### config.mk
export PLATFORM = sky130hd
export DESIGN_NAME = memory_access
export DESIGN_NICKNAME = d
export VERILOG_FILES = /design/src/rtl/riscv_definitions.sv /design/src/rtl/mem_load_align.sv /design/src/rtl/memory_access.sv
export SDC_FILE = /design/constraint.sdc
export NUM_CORES = 1
export LEC_CHECK = 0
export ABC_AREA = 1
export ABC_CLOCK_PERIOD_IN_PS = 2000
export BUFFER_PORTS_ARGS = -buffer_cell sky130_fd_sc_hd__buf_2
export CAP_MARGIN = 20
export CORE_UTILIZATION = 48
export DETAILED_ROUTE_END_ITERATION = 10
export GPL_ROUTABILITY_DRIVEN = 0
export PLACE_DENSITY = 0.81
export RECOVER_POWER = 50
export SKIP_CTS_REPAIR_TIMING = 1
export SLEW_MARGIN = 20
export SYNTH_ARGS = -nofsm -noshare
export SYNTH_HDL_FRONTEND = slang
export SYNTH_SLANG_ARGS = --single-unit
### constraint.sdc
create_clock -name clk -period 2 [get_ports clk]
set_clock_uncertainty 0.05 [all_clocks]
set_input_delay 0.3 -clock clk [delete_from_list [all_inputs] [get_ports clk]]
set_output_delay 0.3 -clock clk [all_outputs]
set_load 0.05 [all_outputs]
### src/rtl/riscv_definitions.sv
// Shared pipeline types for the RISC-V core: bus widths, funct3 encodings,
// memory-stage FSM states and the store byte-lane helper.
package riscv_definitions;

    typedef logic [31:0] dataBus_u;
    typedef logic [4:0]  regAddr_t;
    typedef logic [3:0]  byteEn_t;

    typedef enum logic [2:0] {
        LB  = 3'b000,
        LH  = 3'b001,
        LW  = 3'b010,
        LBU = 3'b100,
        LHU = 3'b101
    } funct3ITypeLOAD_e;

    typedef enum logic [2:0] {
        SB = 3'b000,
        SH = 3'b001,
        SW = 3'b010
    } funct3STypeSTORE_e;

    typedef enum logic [1:0] {
        IDLE = 2'b00,
        WAIT = 2'b01,
        HOLD = 2'b10
    } memState_e;

    // Byte lanes touched by an access of the given size (funct3[1:0]) at offset off.
    function automatic byteEn_t access_be(input logic [1:0] size, input logic [1:0] off);
        byteEn_t be;
        case (size)
            2'b00:   be = byteEn_t'(4'b0001 << off);
            2'b01:   be = byteEn_t'(4'b0011 << off);
            default: be = 4'b1111;
        endcase
        return be;
    endfunction

endpackage

### src/rtl/mem_load_align.sv
// Picks the addressed byte/halfword out of a read word and sign- or zero-extends it.
module mem_load_align
    import riscv_definitions::*;
(
    input  logic [31:0]      rdata,
    input  logic [1:0]       off,
    input  funct3ITypeLOAD_e funct3,
    output logic [31:0]      load_data
);

    logic [7:0]  byte_s;
    logic [15:0] half_s;

    // Lane selection followed by extension according to the load type.
    always_comb begin
        byte_s = 8'h00;
        case (off)
            2'b00:   byte_s = rdata[7:0];
            2'b01:   byte_s = rdata[15:8];
            2'b10:   byte_s = rdata[23:16];
            2'b11:   byte_s = rdata[31:24];
            default: byte_s = 8'h00;
        endcase
        if (off[1]) begin
            half_s = rdata[31:16];
        end else begin
            half_s = rdata[15:0];
        end
        case (funct3)
            LB:      load_data = {{24{byte_s[7]}}, byte_s};
            LH:      load_data = {{16{half_s[15]}}, half_s};
            LBU:     load_data = {24'h000000, byte_s};
            LHU:     load_data = {16'h0000, half_s};
            LW:      load_data = rdata;
            default: load_data = rdata;
        endcase
    end

endmodule

### src/rtl/memory_access.sv
// Memory access stage: data-memory handshake, store lane steering, load
// extraction, pipeline stall and the MA->WB register.
module memory_access
    import riscv_definitions::*;
(
    input  logic             clk,
    input  logic             rst_n,
    input  logic             clk_en,
    input  logic [31:0]      alu_ma,
    input  logic [31:0]      rs2_ma,
    input  logic             rd0_wr_en_ma,
    input  logic             data_rd_en_ma,
    input  logic             data_wr_en_ma,
    input  funct3ITypeLOAD_e funct3_ma,
    input  logic [4:0]       rd0_addr_ma,
    output logic             data_req,
    output logic             data_we,
    output logic [31:0]      data_addr,
    output logic [3:0]       data_be,
    output logic [31:0]      data_wdata,
    input  logic             data_ack,
    input  logic [31:0]      data_rdata,
    output logic             stall_ma,
    output logic             misalign_ma,
    output logic [31:0]      rd0_data_wb,
    output logic [4:0]       rd0_addr_wb,
    output logic             rd0_wr_en_wb
);

    memState_e   state_r;
    logic [31:0] buf_r;
    logic [2:0]  f3_s;
    logic [1:0]  off_s;
    logic        is_mem_s;
    logic        misalign_s;
    logic        pending_s;
    logic        is_load_s;
    logic [31:0] store_data_s;
    logic [31:0] load_word_s;
    logic [31:0] load_data_s;
    logic [31:0] wb_data_s;

    assign f3_s     = funct3_ma;
    assign off_s    = alu_ma[1:0];
    assign is_mem_s = data_rd_en_ma | data_wr_en_ma;
    assign is_load_s = data_rd_en_ma & ~data_wr_en_ma;

    // Alignment check on the access size carried in funct3[1:0].
    always_comb begin
        case (f3_s[1:0])
            2'b00:   misalign_s = 1'b0;
            2'b01:   misalign_s = off_s[0];
            default: misalign_s = (off_s != 2'b00);
        endcase
    end

    // Store data is replicated across lanes; data_be selects which lanes land.
    always_comb begin
        case (f3_s[1:0])
            2'b00:   store_data_s = {4{rs2_ma[7:0]}};
            2'b01:   store_data_s = {2{rs2_ma[15:0]}};
            default: store_data_s = rs2_ma;
        endcase
    end

    // Reset gates the request so it drops at once, not at the next edge.
    assign pending_s   = rst_n & is_mem_s & ~misalign_s & (state_r != HOLD);
    assign misalign_ma = is_mem_s & misalign_s;
    assign stall_ma    = pending_s & ~data_ack;
    assign data_req    = pending_s;
    assign data_we     = pending_s & data_wr_en_ma;
    assign data_be     = pending_s ? access_be(f3_s[1:0], off_s) : 4'h0;
    assign data_addr   = {alu_ma[31:2], 2'b00};
    assign data_wdata  = store_data_s;

    // In HOLD the bus may already carry unrelated data, so use the captured word.
    assign load_word_s = (state_r == HOLD) ? buf_r : data_rdata;
    assign wb_data_s   = is_load_s ? load_data_s : alu_ma;

    mem_load_align u_load_align (
        .rdata     (load_word_s),
        .off       (off_s),
        .funct3    (funct3_ma),
        .load_data (load_data_s)
    );

    // Handshake FSM; a completed access with the pipeline frozen parks in HOLD.
    always_ff @(posedge clk or negedge rst_n) begin
        if (!rst_n) begin
            state_r <= IDLE;
            buf_r   <= 32'h00000000;
        end else begin
            case (state_r)
                IDLE, WAIT: begin
                    if (pending_s && data_ack) begin
                        if (clk_en) begin
                            state_r <= IDLE;
                        end else begin
                            buf_r   <= data_rdata;
                            state_r <= HOLD;
                        end
                    end else if (pending_s) begin
                        state_r <= WAIT;
                    end else begin
                        state_r <= IDLE;
                    end
                end
                HOLD: begin
                    if (clk_en) begin
                        state_r <= IDLE;
                    end
                end
                default: state_r <= IDLE;
            endcase
        end
    end

    // MA->WB register; stores and misaligned accesses never write a register.
    always_ff @(posedge clk or negedge rst_n) begin
        if (!rst_n) begin
            rd0_data_wb  <= 32'h00000000;
            rd0_addr_wb  <= 5'd0;
            rd0_wr_en_wb <= 1'b0;
        end else if (clk_en && !stall_ma) begin
            rd0_data_wb  <= wb_data_s;
            rd0_addr_wb  <= rd0_addr_ma;
            rd0_wr_en_wb <= rd0_wr_en_ma & ~data_wr_en_ma & ~misalign_ma;
        end
    end

endmodule

# Word-level counts from Yosys, hierarchy flattened
# Cells that the tools add are included.
# classes
bitwise	15
n_reduce_logical	10
shift	2
eq_ne	11
muxes	14
# ops
op	count
case mux 32 bit (4 select lines)	1
2-to-1 mux 32 bit	2
case mux 32 bit (2 select lines)	1
case mux 8 bit (4 select lines)	1
2-to-1 mux 16 bit	1
AND 1 bit	9
case mux 4 bit (2 select lines)	1
equality test 2 x 1 -> 1 bit (second input constant)	3
equality test 2 bit (second input constant)	3
equality test 3 bit (second input constant)	2
logical NOT 2 bit	3
2-to-1 mux 2 bit	3
inverter 1 bit	5
2-to-1 mux 4 bit	1
inequality test 2 bit (second input constant)	2
case mux 2 bit (2 select lines)	1
<< shifter 1 x 2 -> 4 bit (first input constant)	1
<< shifter 2 x 2 -> 4 bit (first input constant)	1
equality test 3 x 1 -> 1 bit (second input constant)	1
logical NOT 3 bit	1
AND reduction 3 bit	1
logical AND 1 bit	2
case mux 1 bit (2 select lines)	1
nonzero test 2 bit	1
4 further kinds	4
# totals
regBits	72
word_cells	57
input_bits	111

# Longest topological paths before layout
# depth
ltp_word	8
mapped_depth	13
depth_no_buf	10

# By module
# A second synthesis with hierarchy kept.
# hier_totals
hier_cells	787
area_unflattened_um2	5228.8
# modules_own_cells
module	seq_area_each_um2	cells_per_inst	n_inst	area_per_inst_um2
memory_access	1801.7	641	1	4466.8
mem_load_align	0.0	146	1	762.0

# Worst setup path after synthesis
# No wires, ideal clock.
# synth_timing
kind	input -> output
from	input port funct3_ma[0]
to	output port data_wdata[10]
t_arrival_ns	1.787
stages	4
slack_ns	-0.137
cell_sequence	buf_4 -> nor2_8 -> clkbuf_1 -> o21ai_0
# synth_via
elab_chain_len	2
elab_cells_between_ends	3
classes_between	eq/ne: 1; mux: 1; reduce/logical: 1
# synth_rtl
item	line_no	source
start, declared	memory_access.sv:14	input funct3ITypeLOAD_e funct3_ma,
equality test 2 x 1 -> 1 bit or logical NOT 2 bit (tied branches)	memory_access.sv:59	case (f3_s[1:0])
case mux 32 bit (2 select lines) (*)	memory_access.sv:59	
end, declared	memory_access.sv:20	output logic [31:0] data_wdata,
# Mark *: on every way between the ends. The rest lies on a longest branch, timed or not.

# Worst setup path in the final report
# layout_timing
from	register state_r[0]
to	output port data_be[1]
# layout_via
elab_chain_len	3
# layout_rtl
item	line_no	source
start, declared	memory_access.sv:30	memState_e state_r;
start signal, assigned	memory_access.sv:90	state_r <= IDLE;
start signal, assigned	memory_access.sv:97	state_r <= IDLE;
start signal, assigned	memory_access.sv:100	state_r <= HOLD;
inequality test 2 bit	memory_access.sv:67	assign pending_s = rst_n & is_mem_s & ~misalign_s & (state_r != HOLD);
AND 1 bit	memory_access.sv:67	
2-to-1 mux 4 bit	memory_access.sv:72	assign data_be = pending_s ? access_be(f3_s[1:0], off_s) : 4'h0;
end, declared	memory_access.sv:19	output logic [3:0] data_be,
# No other way between the ends.

==> metrics.yaml <==
timing:
  timing.fmax_mhz: 510
  setup_tns_ps: 0
  finalSetupViolations: 0
  fin_crit_ps: 1960
  fin_crit_sh_pct: 98.0
  slew_violations: 0
  hold_violations: 0
  worst_pin_slew_ps: 838
  slew_headroom_pct: 44.1
synth:
  synth_top_area_share_pct: 36.4
  synth-main-ff-cell: "dfrtp_1"
  seq_area_frac_synth_pct: 36.4
  synth_area_leaders: "dfrtp_1, nand2_1, nand3_1, buf_4, a21oi_1"
  post-synth-top-count-cell: "nand2_1"
  async_reset_ff_share_pct: 100
  netlist_instances: 725
  ys_ff_latch: 72
  synth_warnings: 0
  yosys-top-cells-count: "nand2_1, nand3_1, dfrtp_1, nor2_1, a21oi_1"
  syn_area_um2: 4940
  post-synth-top-area-cell: "dfrtp_1"
  synth_edf_count: 0
  synthDistinctLibCells: 30
  syn_area_per_cell_um2: 6.82
global_routing:
  grt_pass1_vias: 4648
  grt.overflow.total: 0
  antenna_found_initial: 0
  grt_pass1_wl_mm: 23.0
  grt_max_degree: 56
  grt_usage_pct: 28.5
setup_path:
  cp-end-kind: "output pin"
  slowest_stage: "dfrtp_1"
  r2r-end: "rd0_data_wb[10]"
  crit_fanout: 7
  r2r_start: "state_r[0]"
  r2r_cells: 12
  worstSetupPathType: "reg -> out"
  critPathMaxStageDelay_ps: 390
  reg2reg_slack_ps: 120
  path_cells: "inv_2 -> nand2_4 -> nand2_2 -> nor2_4 -> nand2_4 -> nor2_4 -> buf_6"
  cp.arrival_ps: 1610
  cp-start-kind: "flip-flop"
  required_ps: 1650
hold_path:
  hold_end: "rd0_addr_wb[3]"
  whs_path_depth: 3
  min_path_type: "in -> reg"
  min_from: "rd0_addr_ma[3]"
pwr:
  power_frac_comb_pct: 38.8
  swShare_pct: 42.5
  p_clk_share_pct: 23.5
  p_seq_share_pct: 37.7
  ir_drop_mv: 0.479
  p_leak_nw: 3.37
  internal_power_mw: 2.89
  netSwitchingPower_mw: 2.14
  p_per_area_nw_per_um2: 812
placement:
  port_buffers: 218
  place_inst: 1022
  dp_hpwl_mm: 11.6
detailed_routing:
  drtIter0Drc: 390
  vias: 5443
  drt_wl_total_mm: 15.5
  first_pass_iters: 5
  drc: 0
  vias_per_cell: 5.21
  wl_per_cell_um: 14.8
  ant_nets: 0
clock_tree:
  path_clk_slew_ps: 80
  clock-sinks: 72
  cts-buffers-inserted: 9
  cts_root_buf: "clkbuf_8"
  clk_latency_ps: 360
  cts_tree: "built"
  htreeDepth: 3
  cts.path.max_buffers: 2
floorplan:
  initial_core_util_pct: 50.1
  rows: 36
  die_w_um: 103
  ios: 221
  core_area_um2: 9860
  die-area_um2: 10700
  die_y_um: 103
finish:
  post-route-util_pct: 62.7
  fillers: 954
  stdcell_count: 1044
  nets: 1016
  multi_input_area_um2: 2460
  drive_above_1_share_pct: 28.1
  area_growth_pct: 25.1
  seq_area_um2: 1800
run_status:
  status: "finished clean"
flow_run:
  maxCapViolCount: 0
==> metrics by stage <==
step	instance area (um^2)	worst slack, ps	hold WS (ps)	power, mW
2_1_floorplan	4960	-137	-45.6	3.34
3_3_place_gp	5960	91.6	407	3.82
3_5_place_dp	5960	45.0	410	3.85
4_1_cts	6150	-275	29.1	5.01
5_1_grt	6180	-17.5	71.4	5.28
6_report	6190	40.7	86.2	5.02
==> worst max-delay path, delay by kind of cell, from the launching register on <==
family	cells	cell delay, ps
AND/OR/NAND/NOR	5	600
flip-flops	1	390
buffers and inverters	2	250
==> how the worst max path moves through the flow <==
stage / slack [ps] / from / end
final: 40 / state_r[0] / data_be[1]
after global routing: -20 / state_r[0] / data_be[2]
after CTS: -280 / state_r[1] / data_be[1]
after detailed placement: 40 / funct3_ma[1] / rd0_data_wb[6]
after global placement: 90 / funct3_ma[1] / rd0_data_wb[6]
after floorplan: -140 / funct3_ma[0] / data_wdata[10]
==> metal layers <==
| layer | up-vias | track usage [%] | part of all wire (%) | wire, um |
|---|---|---|---|---|
| met5 | - | 0 | 0 | 0 |
| met4 | 0 | 6.18 | 1.8 | 276 |
| met3 | 30 | 5.91 | 8.6 | 1330 |
| met2 | 262 | 46.1 | 46 | 7120 |
| met1 | 2506 | 39.5 | 44 | 6770 |
| li1 | 2645 | - | - | - |
==> layout make-up <==
cell class | count | share of cell area [%]
inverters | 55 | 3.40
clock buffers | 10 | 2.06
well taps | 133 | 2.69
flip-flops and latches | 72 | 29.1
multi-input cells | 517 | 39.7
clock inverters | 6 | 1.09
diodes | 1 | 0.0405
repair buffers | 250 | 21.9
==> power groups by stage <==
| stage | registers, mW | logic, mW | clock network (mW) |
|---|---|---|---|
| 2_1_floorplan | 2.26 | 1.08 | 0 |
| 3_3_place_gp | 1.91 | 1.91 | 0 |
| 3_5_place_dp | 1.92 | 1.93 | 0 |
| 4_1_cts | 1.89 | 1.94 | 1.18 |
| 5_1_grt | 1.92 | 2.10 | 1.26 |
| 6_report | 1.89 | 1.95 | 1.18 |
==> logic make-up after synthesis <==
logic type / count (synthesis) / share of synthesized area, %
other: 1 / 0.0758
multiplexers: 18 / 4.17
AO/OA/AOI/OAI: 107 / 11.9
buffers and inverters: 137 / 14.6
AND/OR/NAND/NOR: 390 / 32.8
flip-flops: 72 / 36.4
==> registers in the layout, summed over array words and instances, names as in the netlist <==
signal	flops
state_r	2
rd0_addr_wb	5
buf_r	32
rd0_data_wb	32
rd0_wr_en_wb	1
==> cells in the final DEF, fill, tap and decap left out, types with 2 or more instances in the layout <==
| cell | instances |
|---|---|
| conb_1 | 2 |
| nor2_4 | 2 |
| nand3_1 | 75 |
| nor2_2 | 4 |
| buf_2 | 158 |
| o211ai_1 | 15 |
| a21oi_2 | 2 |
| clkbuf_8 | 9 |
| nor3_1 | 2 |
| clkinvlp_4 | 3 |
| a21oi_1 | 53 |
| inv_1 | 49 |
| nand2_2 | 4 |
| buf_12 | 4 |
| buf_4 | 26 |
| nand2_1 | 233 |
| mux2_2 | 17 |
| nand2_4 | 2 |
| clkbuf_4 | 2 |
| dfrtp_1 | 71 |
| o21ai_0 | 33 |
| buf_6 | 6 |
| nor2_1 | 62 |
| a31oi_1 | 2 |
| inv_2 | 5 |
| clkbuf_1 | 54 |
Power figures use the tool's default switching activity.
